<file path="src/rtl/cache_requester.sv">
// Queues client read/write commands and replays them one at a time onto a
// cache port with registered read output, returning read results in order.
module cache_requester #(
  parameter int FIFO_DEPTH = 4
) (
  input  logic        clk,
  input  logic        rst,
  input  logic        cmd_valid,
  output logic        cmd_ready,
  input  logic        cmd_mode,
  input  logic [31:0] cmd_address,
  input  logic [31:0] cmd_data,
  output logic        rsp_valid,
  input  logic        rsp_ready,
  output logic [31:0] rsp_data,
  output logic [31:0] rsp_address,
  output logic [31:0] address,
  output logic [31:0] data,
  output logic        mode,
  input  logic [31:0] cache_out,
  output logic [15:0] rd_count,
  output logic [15:0] wr_count
);

  localparam int PTR_W = (FIFO_DEPTH > 1) ? $clog2(FIFO_DEPTH) : 1;
  localparam int CNT_W = PTR_W + 1;

  typedef enum logic [1:0] {IDLE, ISSUE, WAIT, RESP} state_t;

  state_t             state_reg, state_next;
  logic [PTR_W-1:0]   wr_ptr_reg, rd_ptr_reg;
  logic [CNT_W-1:0]   count_reg, count_next;
  logic [31:0]        address_reg, address_next;
  logic [31:0]        data_reg, data_next;
  logic               mode_reg, mode_next;
  logic               rsp_valid_reg, rsp_valid_next;
  logic [31:0]        rsp_data_reg, rsp_data_next;
  logic [31:0]        rsp_address_reg, rsp_address_next;
  logic [15:0]        rd_count_reg, rd_count_next;
  logic [15:0]        wr_count_reg, wr_count_next;

  logic               fifo_mode [FIFO_DEPTH];
  logic [31:0]        fifo_addr [FIFO_DEPTH];
  logic [31:0]        fifo_data [FIFO_DEPTH];

  logic push, pop;

  assign cmd_ready = (count_reg < CNT_W'(FIFO_DEPTH));
  assign push      = cmd_valid && cmd_ready;
  assign pop       = (state_reg == IDLE) && (count_reg != '0);

  // Storage entries carry no reset; occupancy alone defines what is valid.
  generate
    for (genvar gi = 0; gi < FIFO_DEPTH; gi++) begin : g_entry
      always_ff @(posedge clk) begin
        if (push && (wr_ptr_reg == PTR_W'(gi))) begin
          fifo_mode[gi] <= cmd_mode;
          fifo_addr[gi] <= cmd_address;
          fifo_data[gi] <= cmd_data;
        end
      end
    end
  endgenerate

  always_comb begin
    state_next       = state_reg;
    address_next     = address_reg;
    data_next        = data_reg;
    mode_next        = mode_reg;
    rsp_valid_next   = rsp_valid_reg;
    rsp_data_next    = rsp_data_reg;
    rsp_address_next = rsp_address_reg;
    rd_count_next    = rd_count_reg;
    wr_count_next    = wr_count_reg;

    case ({push, pop})
      2'b10:   count_next = count_reg + CNT_W'(1);
      2'b01:   count_next = count_reg - CNT_W'(1);
      default: count_next = count_reg;
    endcase

    case (state_reg)
      IDLE: begin
        if (pop) begin
          address_next = fifo_addr[rd_ptr_reg];
          data_next    = fifo_data[rd_ptr_reg];
          mode_next    = fifo_mode[rd_ptr_reg];
          state_next   = ISSUE;
        end else begin
          mode_next = 1'b0;
        end
      end
      ISSUE: begin
        // mode_reg still holds the command type; a write drops mode here so
        // the cache sees exactly one write edge.
        if (mode_reg) begin
          mode_next  = 1'b0;
          state_next = IDLE;
          if (wr_count_reg != 16'hFFFF) wr_count_next = wr_count_reg + 16'd1;
        end else begin
          state_next = WAIT;
          if (rd_count_reg != 16'hFFFF) rd_count_next = rd_count_reg + 16'd1;
        end
      end
      WAIT: begin
        rsp_data_next    = cache_out;
        rsp_address_next = address_reg;
        rsp_valid_next   = 1'b1;
        state_next       = RESP;
      end
      RESP: begin
        if (rsp_ready) begin
          rsp_valid_next = 1'b0;
          state_next     = IDLE;
        end
      end
      default: state_next = IDLE;
    endcase
  end

  always_ff @(posedge clk) begin
    if (rst) begin
      state_reg       <= IDLE;
      wr_ptr_reg      <= '0;
      rd_ptr_reg      <= '0;
      count_reg       <= '0;
      address_reg     <= '0;
      data_reg        <= '0;
      mode_reg        <= 1'b0;
      rsp_valid_reg   <= 1'b0;
      rsp_data_reg    <= '0;
      rsp_address_reg <= '0;
      rd_count_reg    <= '0;
      wr_count_reg    <= '0;
    end else begin
      state_reg       <= state_next;
      count_reg       <= count_next;
      address_reg     <= address_next;
      data_reg        <= data_next;
      mode_reg        <= mode_next;
      rsp_valid_reg   <= rsp_valid_next;
      rsp_data_reg    <= rsp_data_next;
      rsp_address_reg <= rsp_address_next;
      rd_count_reg    <= rd_count_next;
      wr_count_reg    <= wr_count_next;
      if (push) wr_ptr_reg <= wr_ptr_reg + PTR_W'(1);
      if (pop)  rd_ptr_reg <= rd_ptr_reg + PTR_W'(1);
    end
  end

  assign address     = address_reg;
  assign data        = data_reg;
  assign mode        = mode_reg;
  assign rsp_valid   = rsp_valid_reg;
  assign rsp_data    = rsp_data_reg;
  assign rsp_address = rsp_address_reg;
  assign rd_count    = rd_count_reg;
  assign wr_count    = wr_count_reg;

endmodule

</file>
<file path="config.mk">
export PLATFORM = sky130hd
export DESIGN_NAME = cache_requester
export DESIGN_NICKNAME = d
export VERILOG_FILES = /design/src/rtl/cache_requester.sv
export SDC_FILE = /design/constraint.sdc
export NUM_CORES = 1
export LEC_CHECK = 0
export ABC_CLOCK_PERIOD_IN_PS = 3500
export BUFFER_PORTS_ARGS = -buffer_cell sky130_fd_sc_hd__buf_4
export CAP_MARGIN = 15
export CORE_MARGIN = 2
export CORE_UTILIZATION = 56
export CTS_CLUSTER_SIZE = 25
export DETAILED_ROUTE_END_ITERATION = 10
export PLACE_DENSITY = 0.78
export SKIP_LAST_GASP = 1
export SLEW_MARGIN = 20
export SYNTH_ARGS = -nofsm -noshare
export SYNTH_HDL_FRONTEND = slang
export SYNTH_SLANG_ARGS = --single-unit
</file>
<file path="constraint.sdc">
create_clock -name clk -period 3.5 [get_ports clk]
set_input_delay 0.35 -clock clk [delete_from_list [all_inputs] [get_ports clk]]
set_output_delay 0.35 -clock clk [all_outputs]
set_load 0.05 [all_outputs]
</file>
# After elaboration in Yosys (flattened, before gate mapping)
# Memory sizes are Yosys's and may differ from the RTL's. A register that Yosys moved wholly into a read port is not among the register bits.
# Index checks and enable logic that the tools add are counted.
# op_classes
n_bitwise	1
addsub	6
mux	46
n_reduce_logical	26
n_eq_ne	12
order_cmp	1
# ops
cell	count
32-bit 2-to-1 mux	6
32-bit OR reduction	6
16-bit by 1-bit adder with 16-bit output, second input constant	2
16-bit inequality test, second input constant	2
2-bit 2-to-1 mux	14
1-bit 2-to-1 mux	22
2-bit equality test, second input constant	5
2-bit case mux with 4 select lines	1
2-bit by 1-bit equality test with 1-bit output, second input constant	3
1-bit logical AND	6
3-bit case mux with 2 select lines	1
2-bit AND reduction	3
3-bit AND reduction	2
2-bit nonzero test	3
2-bit by 1-bit adder with 2-bit output, second input constant	2
2-bit logical NOT	2
2-bit inequality test, second input constant	2
1-bit case mux with 2 select lines	2
3-bit by 1-bit adder with 3-bit output, second input constant	1
3-bit < comparator, second input constant	1
3-bit nonzero test	1
1-bit OR reduction	3
3-bit by 1-bit subtractor with 3-bit output, second input constant	1
1-bit NOT	1
# word_totals
reg_bits	107
memories	3
wordCells	105
ram_bits	260
# mem_list
memory	depth	width	rd	rd_ports_with_merged_regs	wr	line	source
fifo_addr	4	32	1	1	1	43	logic [31:0] fifo_addr [FIFO_DEPTH];
fifo_data	4	32	1	1	1	44	logic [31:0] fifo_data [FIFO_DEPTH];
fifo_mode	4	1	1	1	1	42	logic fifo_mode [FIFO_DEPTH];

# Logic depth before layout (Yosys ltp)
# Gate-level depths: netlist of the first run.
# depth
depth_word	9
mapped_depth	10

# Least setup slack after synthesis of the first run
# OpenSTA, ideal clock, no wires.
# synth_timing
kind	in2reg
startpoint	input port cmd_valid
endpoint	memory fifo_addr[1][0], enable pin
arrival_time_ns	2.255
setup_slack_ns	0.815
t_required_ns	3.070
n_path_buf	1
stages	3
path_cell_list	nor2b_1 > clkbuf_1 > and2_1
# synth_via
elab_chain_len	8
elab_cells_between_ends	22
classes_between	mux (14); reduce/logical (8)
# synth_lines
item	line	source
start: declaration	8	input logic cmd_valid,
1-bit logical AND *	49	assign push = cmd_valid && cmd_ready;
1-bit logical AND	56	if (push && (wr_ptr_reg == PTR_W'(gi))) begin
1-bit 2-to-1 mux	56	
1-bit 2-to-1 mux (not written as such)	58	fifo_addr[gi] <= cmd_address;
32-bit OR reduction (no source line)	--	
2-bit 2-to-1 mux (no source line) / 1-bit 2-to-1 mux (equally long branches) (3 in series)	--	
end: declaration	43	
# Mark *: on every way between the ends. The rest lies on a longest branch, timed or not.

# Worst setup path after layout of the first run
# layout_timing
startpoint	register state_reg[0]
endpoint	register rd_count_reg[15] (netlist: rd_count[15])
# layout_via
elab_chain_len	2
# layout_lines
item	line	source
start: declaration	30	state_t state_reg, state_next;
start signal: assignment	136	state_reg <= state_next;
2-bit by 1-bit equality test with 1-bit output	82	case (state_reg)
3-bit AND reduction (no source line)	--	
end signal: assignment	144	rd_count_reg <= rd_count_next;
end: declaration	39	logic [15:0] rd_count_reg, rd_count_next;
# No other way between the ends.
# A chain may end at the register's enable or synchronous reset.

==> results.ini, run 1 <==
[synth]
ys_seq_elements=433
async_flop_share_pct=0
ys_seq_area_share_pct=70.77
yosysTopAreaCell=edfxtp_1
yosys.area_share.xor_xnor_pct=0.2750
synth_compound_area_share_pct=6.372
synth_mux_area_share_pct=9.538
synth_top_area_share_pct=49.03
synthSimpleGateAreaFrac_pct=10.35
synth_cell_types=46
synth_fa_ha_area_share_pct=0.6757
synth_top_family_by_area=simple AND/OR/NAND/NOR gates
yosys-top-cells-area=edfxtp_1 (49%), dfxtp_1 (22%), mux4_2 (9.2%), nand2_1 (6.4%), a21oi_1 (5.0%)
avgSynthCellArea_um2=13.69
synthCells=1163
synthFlopType=edfxtp_1
synthesis.area_mm2=0.01593
synth_nets=1272
yosysMostFrequentCell=nand2_1
synth_edf_count=260
netlist_top_cells_count=nand2_1 (272), edfxtp_1 (260), dfxtp_1 (173)
yosysWarnings=0

[floorplan]
initial_core_util_pct=57.17
ios=264
row_count=61
die_area_mm2=0.02980
core_area_mm2=0.02786
die_h_um=172.6
die_w_um=172.6

[worst_setup_path]
path_depth=4
cpMostUsedCell=or4_1
max_stage_delay_ns=0.68
critPathTopFamily=simple AND/OR/NAND/NOR gates
reg2reg_slack_ns=1.15
cp.required_ns=3.96
critPathArrivalTime_ns=2.81
crit_chain=or3b_1 > or4_1 > or4_1 > a21oi_1
crit_type=reg2reg
startpoint_type=register
cp_slowest_cell=or4_1
cp_max_fo=10
worst_r2r_path_depth=4
end_kind=register
cp_num_buf_inv=0

[placement]
gp_congestion=0.8792
portBuffers=263
placed_area_mm2=0.01832
place_inst=1751
dp_hpwl_mm=21.99

[power_and_ir_drop]
peakVddDrop_uv=629.2
p_leak_nw=7.171
pwr_density_cell_mw_per_mm2=813.4
power_mw=16.40

[status]
status=finished clean

[sta]
setup_tns_ns=0
hold_viol=0
tightest_slew_ns=1.035
drv_slew=0
finalSetupViolCount=0
holdWs_ns=0.01899
skew_ns=0.01807
fin_crit_sh_pct=67.21
post-route-min-period_ns=2.352
rsz0062_at_grt=false
slew_headroom_pct=31.02
max_freq_ghz=0.4251

[grt]
grt_pass1_vias=10430
grt_use_total_pct=24.28
antenna_found_initial=3
overflow=0
grt_max_degree=85
grt_first_pass_wirelength_mm=57.22

[layout]
nFillCells=1810
top_regs=fifo_addr (128), fifo_data (128)
layout.nets=1568
areaGrowthSynthToFinish_pct=26.62
stdcell_count=1872
multi_input_area_mm2=0.004354
final_area_mm2=0.02016
final_layout_size_suffix_gt1_share_pct=28.42
regArea_mm2=0.01128

[min_path]
hp-class=in2reg
whs_path_depth=1

[clock_tree]
cts_resized=0
root_buffer=clkbuf_16
path_clk_slew_ns=0.06
tritoncts.num_buffers=43
cts_tree=built
clockBufferDepth=3
numClockSinks=433
worstSkewPairLatency_ns=0.54
h-tree-depth=2

[run]
cap_viol_max_count=0

[drt]
vias=10450
drtAntennaViolNets=0
drtIter0Drc=701
viasPerCell=5.580
post_drt_wl_per_cell_um=19.41
drcViolationCount=0
wirelength_mm=36.34
drtPass1Iterations=5

kinds of logic after synthesis:
group | after synthesis
XOR/XNOR | 5
flip-flops | 433
AND/OR/NAND/NOR | 374
multiplexers | 70
AO/OA/AOI/OAI | 190
adder cells (fa/ha/maj) | 8
buffers and inverters | 83
report_power, final:
part	internal, mW	switching (mW)
Clock	2.75	1.87
Sequential	6.24	0.636
Combinational	1.71	3.19
Total	10.7	5.70
layer usage:
layer / vias to the layer above / part of all wire, % / wire length, um / global-route usage, %
met1: 5111 / 40 / 14690 / 31.10
met2: 393 / 49 / 17880 / 41.18
li1: 4867 / - / - / -
met5: - / 0.033 / 12 / 0
met3: 72 / 7.5 / 2715 / 5.409
met4: 2 / 2.9 / 1039 / 8.369
metrics by stage:
step | util, % | setup WS, ns
6_report | 72.38 | 1.148
3_3_place_gp | 65.74 | 1.243
3_5_place_dp | 65.74 | 1.189
2_1_floorplan | - | 0.8148
5_1_grt | 72.38 | 1.068
4_1_cts | 72.36 | 1.167
final timing paths:
kind | start | end
worst min register to register | data[29] | data[29]
worst max register to register | state_reg[0] | rd_count[15]
worst min-delay path | cmd_address[31] | fifo_addr[2][31]
worst max-delay path | state_reg[0] | rd_count[15]
repair_timing:
action	CTS	global route
hold buffers	41	0
endpoints found under the hold margin	152	0
setup endpoints to repair	0	0
setup buffers	0	0
cells in the final DEF (no fill, tap or decap), types with 3 or more instances in the layout:
cell / instances
and4_1: 3
or3_1: 6
dlygate4sd3_1: 41
clkinv_1: 4
nor2b_1: 4
a21oi_1: 158
clkbuf_8: 7
buf_4: 272
nand3_1: 10
nor2_1: 19
nand4_1: 9
clkbuf_16: 44
and2_4: 4
buf_12: 5
edfxtp_1: 260
nand2_1: 272
inv_1: 14
nor4_1: 7
dfxtp_1: 171
xnor2_1: 3
or4_1: 18
clkinv_2: 7
bufinv_16: 4
mux4_2: 65
o31ai_1: 16
ha_1: 7
o21ai_0: 9
or2_2: 4
clkbuf_1: 9
area by class of cell:
class	count	area share, %
Sequential cell	433	55.93
Multi-Input combinational cell	647	21.59
Timing Repair Buffer	319	12.71
Clock buffer	60	6.106
Tap cell	378	2.346
Clock inverter	18	1.005
Inverter	15	0.2792
Antenna cell	2	0.02482
No activity file was read; power rests on OpenSTA's default activity.
==> run 2: changes to the inputs <==
--- a/config.mk
+++ b/config.mk
@@ -5,14 +5,15 @@
 export SDC_FILE = /design/constraint.sdc
 export NUM_CORES = 1
 export LEC_CHECK = 0
-export ABC_CLOCK_PERIOD_IN_PS = 3500
+export ABC_AREA = 1
+export ABC_CLOCK_PERIOD_IN_PS = 2100
 export BUFFER_PORTS_ARGS = -buffer_cell sky130_fd_sc_hd__buf_4
 export CAP_MARGIN = 15
 export CORE_MARGIN = 2
-export CORE_UTILIZATION = 56
+export CORE_UTILIZATION = 51
 export CTS_CLUSTER_SIZE = 25
 export DETAILED_ROUTE_END_ITERATION = 10
-export PLACE_DENSITY = 0.78
+export PLACE_DENSITY = 0.75
 export SKIP_LAST_GASP = 1
 export SLEW_MARGIN = 20
 export SYNTH_ARGS = -nofsm -noshare
==> constraint.sdc (replaced) <==
create_clock -name clk -period 2.1 [get_ports clk]
set_input_delay 0.21 -clock clk [delete_from_list [all_inputs] [get_ports clk]]
set_output_delay 0.21 -clock clk [all_outputs]
set_load 0.05 [all_outputs]
==> run 2 against run 1 <==
  * Cell count increased by 25%
  * Highest routed layer is now met4
  * Largest power group unchanged
  * Die area up 13%
  * Global-route usage is 1.5 points lower
  * Sequential cell count is the same
  * Critical endpoint is now rsp_address[8]
==> results.ini, run 2 <==
[sta]
finalSetupViolCount=0
rsz0062_at_grt=false
post-route-min-period_ns=1.843
setup_ws_ns=0.2574
setup_tns_ns=0
tightest_slew_ns=0.8884
fin_crit_sh_pct=87.74
slew_headroom_pct=40.77
max_freq_ghz=0.5427
hold_viol=0
skew_ns=0.01209
holdWs_ns=0.06512
drv_slew=0

[drt]
drtPass1Iterations=5
vias=12380
drtIter0Drc=793
viasPerCell=5.288
wirelength_mm=38.88
drcViolationCount=0
post_drt_wl_per_cell_um=16.61
drtAntennaViolNets=0

[clock_tree]
worstSkewPairLatency_ns=0.54
tritoncts.num_buffers=45
h-tree-depth=2
numClockSinks=433
path_clk_slew_ns=0.06
clockBufferDepth=3
cts_setup_buffers=0
cts_tree=built
root_buffer=clkbuf_16

[worst_setup_path]
reg2reg_to=rsp_address[8]
worst_r2r_path_depth=5
startpoint_type=register
cp_max_fo=65
end_kind=register
reg2reg_slack_ns=0.26
crit_type=reg2reg
critPathArrivalTime_ns=2.26
cp.required_ns=2.51

[power_and_ir_drop]
pwr_density_cell_mw_per_mm2=1405
peakVddDrop_uv=1229
p_leak_nw=8.356
power_mw=29.81

[status]
status=finished clean

[synth]
yosysWarnings=0
ys_seq_area_share_pct=68.51
yosys-top-cells-area=edfxtp_1 (47%), dfxtp_1 (21%), nor2_1 (10%), o21ai_0 (7.6%), o22ai_1 (2.4%)
synthesis.area_mm2=0.01645
synthCells=1559
synth_edf_count=260
synthFlopType=edfxtp_1
netlist_top_cells_count=nor2_1 (453), edfxtp_1 (260), o21ai_0 (251)
synth_top_area_share_pct=47.46
synth_nets=1668
avgSynthCellArea_um2=10.55
synth_cell_types=31
yosysTopAreaCell=edfxtp_1
ys_seq_elements=433
async_flop_share_pct=0
yosysMostFrequentCell=nor2_1

[floorplan]
ios=264
row_count=65
core_area_mm2=0.03164
die_h_um=183.6
die_w_um=183.6
die_area_mm2=0.03371
initial_core_util_pct=52.00

[grt]
antenna_found_initial=5
grt_max_degree=79
grt_pass1_vias=11650
grt_first_pass_wirelength_mm=60.89
overflow=0
grt_use_total_pct=22.73

[min_path]
hold_end=rsp_valid
min_from=rsp_ready
whs_path_depth=4
hp-class=in2reg

[placement]
portBuffers=263
gp_congestion=0.8495
dp_slack_ns=0.2771
dp_hpwl_mm=22.27

[layout]
final_layout_size_suffix_gt1_share_pct=20.54
final_common_cell=nor2_1
layout.nets=2006
nFillCells=2309
layout_common_cells=nor2_1 (448), buf_4 (276), edfxtp_1 (260), o21ai_0 (251), dfxtp_1 (171)
top_regs=fifo_addr (128), fifo_data (128)
areaGrowthSynthToFinish_pct=28.99

[run]
cap_viol_max_count=0

run 2: area by class of cell:
type                            count  area [um2]  area share (%)
Timing Repair Buffer              384        3253           15.33
Tap cell                          402       503.0           2.370
Antenna cell                        6       15.01         0.07076
Clock buffer                       63        1265           5.961
Clock inverter                     20       157.7          0.7430
Sequential cell                   433       11280           53.14
Inverter                           56       219.0           1.032
Multi-Input combinational cell    977        4531           21.35
run 2: what timing repair did:
action	4_1_cts	5_1_grt
resized for setup	0	0
endpoints found under the hold margin	298	0
hold buffers	98	0
run 2: worst max-delay path: stages (launching register included):
cell,delay (ns)
dfxtp_1,0.36
inv_2,0.09
nor2_4,0.10
clkinv_2,0.66
nor2_1,0.37
nor2_1,0.10
run 2: through the flow:
| stage | utilization [%] | instances | cell area, um2 |
|---|---|---|---|
| 4_1_cts | 67.02 | 2335 | 21200 |
| 3_3_place_gp | 59.42 | 2154 | 18800 |
| 6_report | 67.07 | 2341 | 21220 |
| 5_1_grt | 67.06 | 2339 | 21210 |
| 2_1_floorplan | - | 1559 | 16490 |
| 3_5_place_dp | 59.42 | 2154 | 18800 |
run 2: metal layers:
metal  GRT usage (%)  vias up  wire (um)
met5               0        -          0
met4           7.232        0       1025
met3           3.982       78       2402
met2           38.32      428      18800
met1           30.09     5831      16650
li1                -     6042          -
run 2: how the worst max path moves through the flow:
stage	start	slack [ns]	depth (start not counted)	end
after global placement	count_reg[2]	0.31	11	count_reg[2]
final	register	0.26	5	rsp_address[8]
after global routing	register	0.06	5	rsp_data[31]
after CTS	count_reg[0]	0.27	11	count_reg[2]
after floorplan	count_reg[2]	0.04	13	count_reg[2]
after detailed placement	count_reg[0]	0.28	11	count_reg[2]
run 2: cells by family (layout without fill, tap and decap cells):
group / Yosys count / in the layout / synth area share [%]
xor+xnor: 2 / 2 / 0.1065
compound gates: 365 / 365 / 11.61
buf+inv: 149 / 523 / 4.267
other cells: 0 / 6 / 0
simple gates: 602 / 602 / 14.85
fa+ha+maj: 8 / 8 / 0.6541
flops: 433 / 433 / 68.51
run 2: report_power, final:
| group | leakage, nW | internal, mW | switching [mW] |
|---|---|---|---|
| clock | 0.704 | 4.45 | 3.11 |
| combinational | 3.85 | 3.06 | 7.83 |
| sequential | 3.80 | 10.6 | 0.753 |
==> run 3: changes to the inputs <==
--- a/config.mk
+++ b/config.mk
@@ -9,8 +9,10 @@
 export ABC_CLOCK_PERIOD_IN_PS = 2100
 export BUFFER_PORTS_ARGS = -buffer_cell sky130_fd_sc_hd__buf_4
 export CAP_MARGIN = 15
+export CELL_PAD_IN_SITES_DETAIL_PLACEMENT = 0
+export CELL_PAD_IN_SITES_GLOBAL_PLACEMENT = 1
 export CORE_MARGIN = 2
-export CORE_UTILIZATION = 51
+export CORE_UTILIZATION = 40
 export CTS_CLUSTER_SIZE = 25
 export DETAILED_ROUTE_END_ITERATION = 10
 export PLACE_DENSITY = 0.75
==> constraint.sdc (replaced) <==
create_clock -name clk -period 2.1 [get_ports clk]
set_input_delay 0.21 -clock clk [delete_from_list [all_inputs] [get_ports clk]]
set_output_delay 0.21 -clock clk [all_outputs]
set_load 0.1 [all_outputs]
==> run 3 against run 2 <==
  * Combinational power rose by 30%
  * Cell count rose by 5.8%
  * Worst setup slack got worse by 0.035 ns
  * Via count shrank 2.3%
  * Die area rose by 27%
  * Fmax shrank 1.9%
  * Worst hold slack improved by 0.30 ns
  * Critical endpoint is now count_reg[2]
==> results.ini, run 3 (same netlist as run 2, synthesis figures left out) <==
[status]
status=finished clean

[clock_tree]
tritoncts.num_buffers=46
cts_resized=0
worstSkewPairLatency_ns=0.59
clockBufferDepth=3
path_clk_slew_ns=0.06
cts_setup_buffers=0
holdBufCountCts=100
cts_tree=built
h-tree-depth=2
root_buffer=clkbuf_16
numClockSinks=433

[placement]
gp_congestion=0.7880
dp_slack_ns=0.2184
dp_hpwl_mm=23.87
portBuffers=263

[drt]
vias=12090
post_drt_wl_per_cell_um=16.45
drcViolationCount=0
viasPerCell=4.884
drtPass1Iterations=5
drtIter0Drc=582
drtAntennaViolNets=0
wirelength_mm=40.72

[worst_setup_path]
crit_chain=bufinv_16 > nand3_2 > nand3_4 > inv_2 > ha_1 > inv_1 > fa_1 > a21oi_1 > o21ai_1 > o21ai_1 > a21oi_1
crit_type=reg2reg
startpoint_type=register
r2r_start=count_reg[2]
cp.required_ns=2.57
critPathArrivalTime_ns=2.35
max_stage_delay_ns=0.39
end_kind=register
cp_slowest_cell=fa_1
worst_r2r_path_depth=11
cp_max_fo=5
reg2reg_slack_ns=0.22
reg2reg_to=count_reg[2]

[power_and_ir_drop]
power.switching_mw=15.18
p_leak_nw=8.391
pwr_density_cell_mw_per_mm2=1558
peakVddDrop_uv=1320
pwr-share-clk_pct=23.4
netSwitchingFraction_pct=45.33
combPwrFrac_pct=42.4
p_seq_share_pct=34.1
intPower_mw=18.30

[floorplan]
die_h_um=206.8
initial_core_util_pct=40.38
die_area_mm2=0.04276
core_area_mm2=0.04074
die_w_um=206.8
ios=264
row_count=74

[min_path]
whs_path_depth=2
hold_end=fifo_data[3][18]
min_from=cmd_data[18]
hp-class=in2reg

[layout]
multi_input_area_mm2=0.004539
areaGrowthSynthToFinish_pct=30.67
nFillCells=3616
layout.nets=2008
final_common_cell=nor2_1
final_layout_size_suffix_gt1_share_pct=20.29
layout_common_cells=nor2_1 (448), buf_4 (274), edfxtp_1 (260), o21ai_0 (249), dfxtp_1 (167)
regArea_mm2=0.01128
top_regs=fifo_addr (128), fifo_data (128)

[run]
cap_viol_max_count=0

[grt]
antenna_found_initial=9
overflow=0
grt_first_pass_wirelength_mm=61.95
grt_pass1_vias=11470
grt_use_total_pct=18.71
grt_max_degree=81

[sta]
skew_ns=0.01433
hold_viol=0
holdWs_ns=0.3611
tightest_slew_ns=0.8763
finalSetupViolCount=0
slew_headroom_pct=41.58
fin_crit_sh_pct=89.42
drv_slew=0
post-route-min-period_ns=1.878
rsz0062_at_grt=false
setup_tns_ns=0
max_freq_ghz=0.5325
setup_ws_ns=0.2222

==> run 3: cell type report <==
class	instances	share of cell area [%]
antenna	7	0.08149
inverter	56	1.135
multi-input combinational	977	21.12
sequential	433	52.48
clock buffer	66	5.844
clock inverter	20	0.9953
tap	532	3.097
timing repair buffer	385	15.25
==> run 3: worst max-delay path: cells and delay by family, from the launching register on <==
family	cells	cell delay, ns
buf+inv	3	0.32
fa+ha+maj	2	0.52
compound gates	4	0.42
simple gates	2	0.17
flops	1	0.34
==> run 3: worst max path at each step <==
stage / from / end / depth (start not counted)
floorplan: count_reg[2] / count_reg[2] / 13
detailed placement: count_reg[2] / rd_ptr_reg[1] / 6
global route: count_reg[2] / register / 6
global placement: count_reg[2] / count_reg[2] / 11
CTS: count_reg[2] / rd_ptr_reg[0] / 6
finish: count_reg[2] / count_reg[2] / 11
==> run 3: per-stage QoR <==
step / std cells / cell area, um2 / util, % / total power, mW
final: 2476 / 21500 / 52.76 / 33.48
after global routing: 2476 / 21500 / 52.76 / 35.21
after CTS: 2469 / 21480 / 52.72 / 33.87
after detailed placement: 2283 / 19010 / 46.66 / 25.76
after global placement: 2283 / 19000 / 46.65 / 25.59
after floorplan: 1559 / 16540 / - / 22.43
==> run 3: per-layer routing <==
metal  vias up  GRT usage [%]  part of all wire, %
met2       274          31.65                   48
met4         4          6.687                  2.4
met3        70          3.344                  5.2
met1      5694          24.18                   44
li1       6051              -                    -
met5         -              0                0.061
==> run 3: power by group through the flow <==
| stage | clock, mW | combinational [mW] | sequential (mW) |
|---|---|---|---|
| final | 7.85 | 14.2 | 11.4 |
| after global routing | 8.38 | 15.2 | 11.6 |
| after CTS | 8.07 | 14.4 | 11.4 |
| after detailed placement | 0 | 14.2 | 11.6 |
| after global placement | 0 | 14.0 | 11.5 |
| after floorplan | 0 | 4.84 | 17.6 |
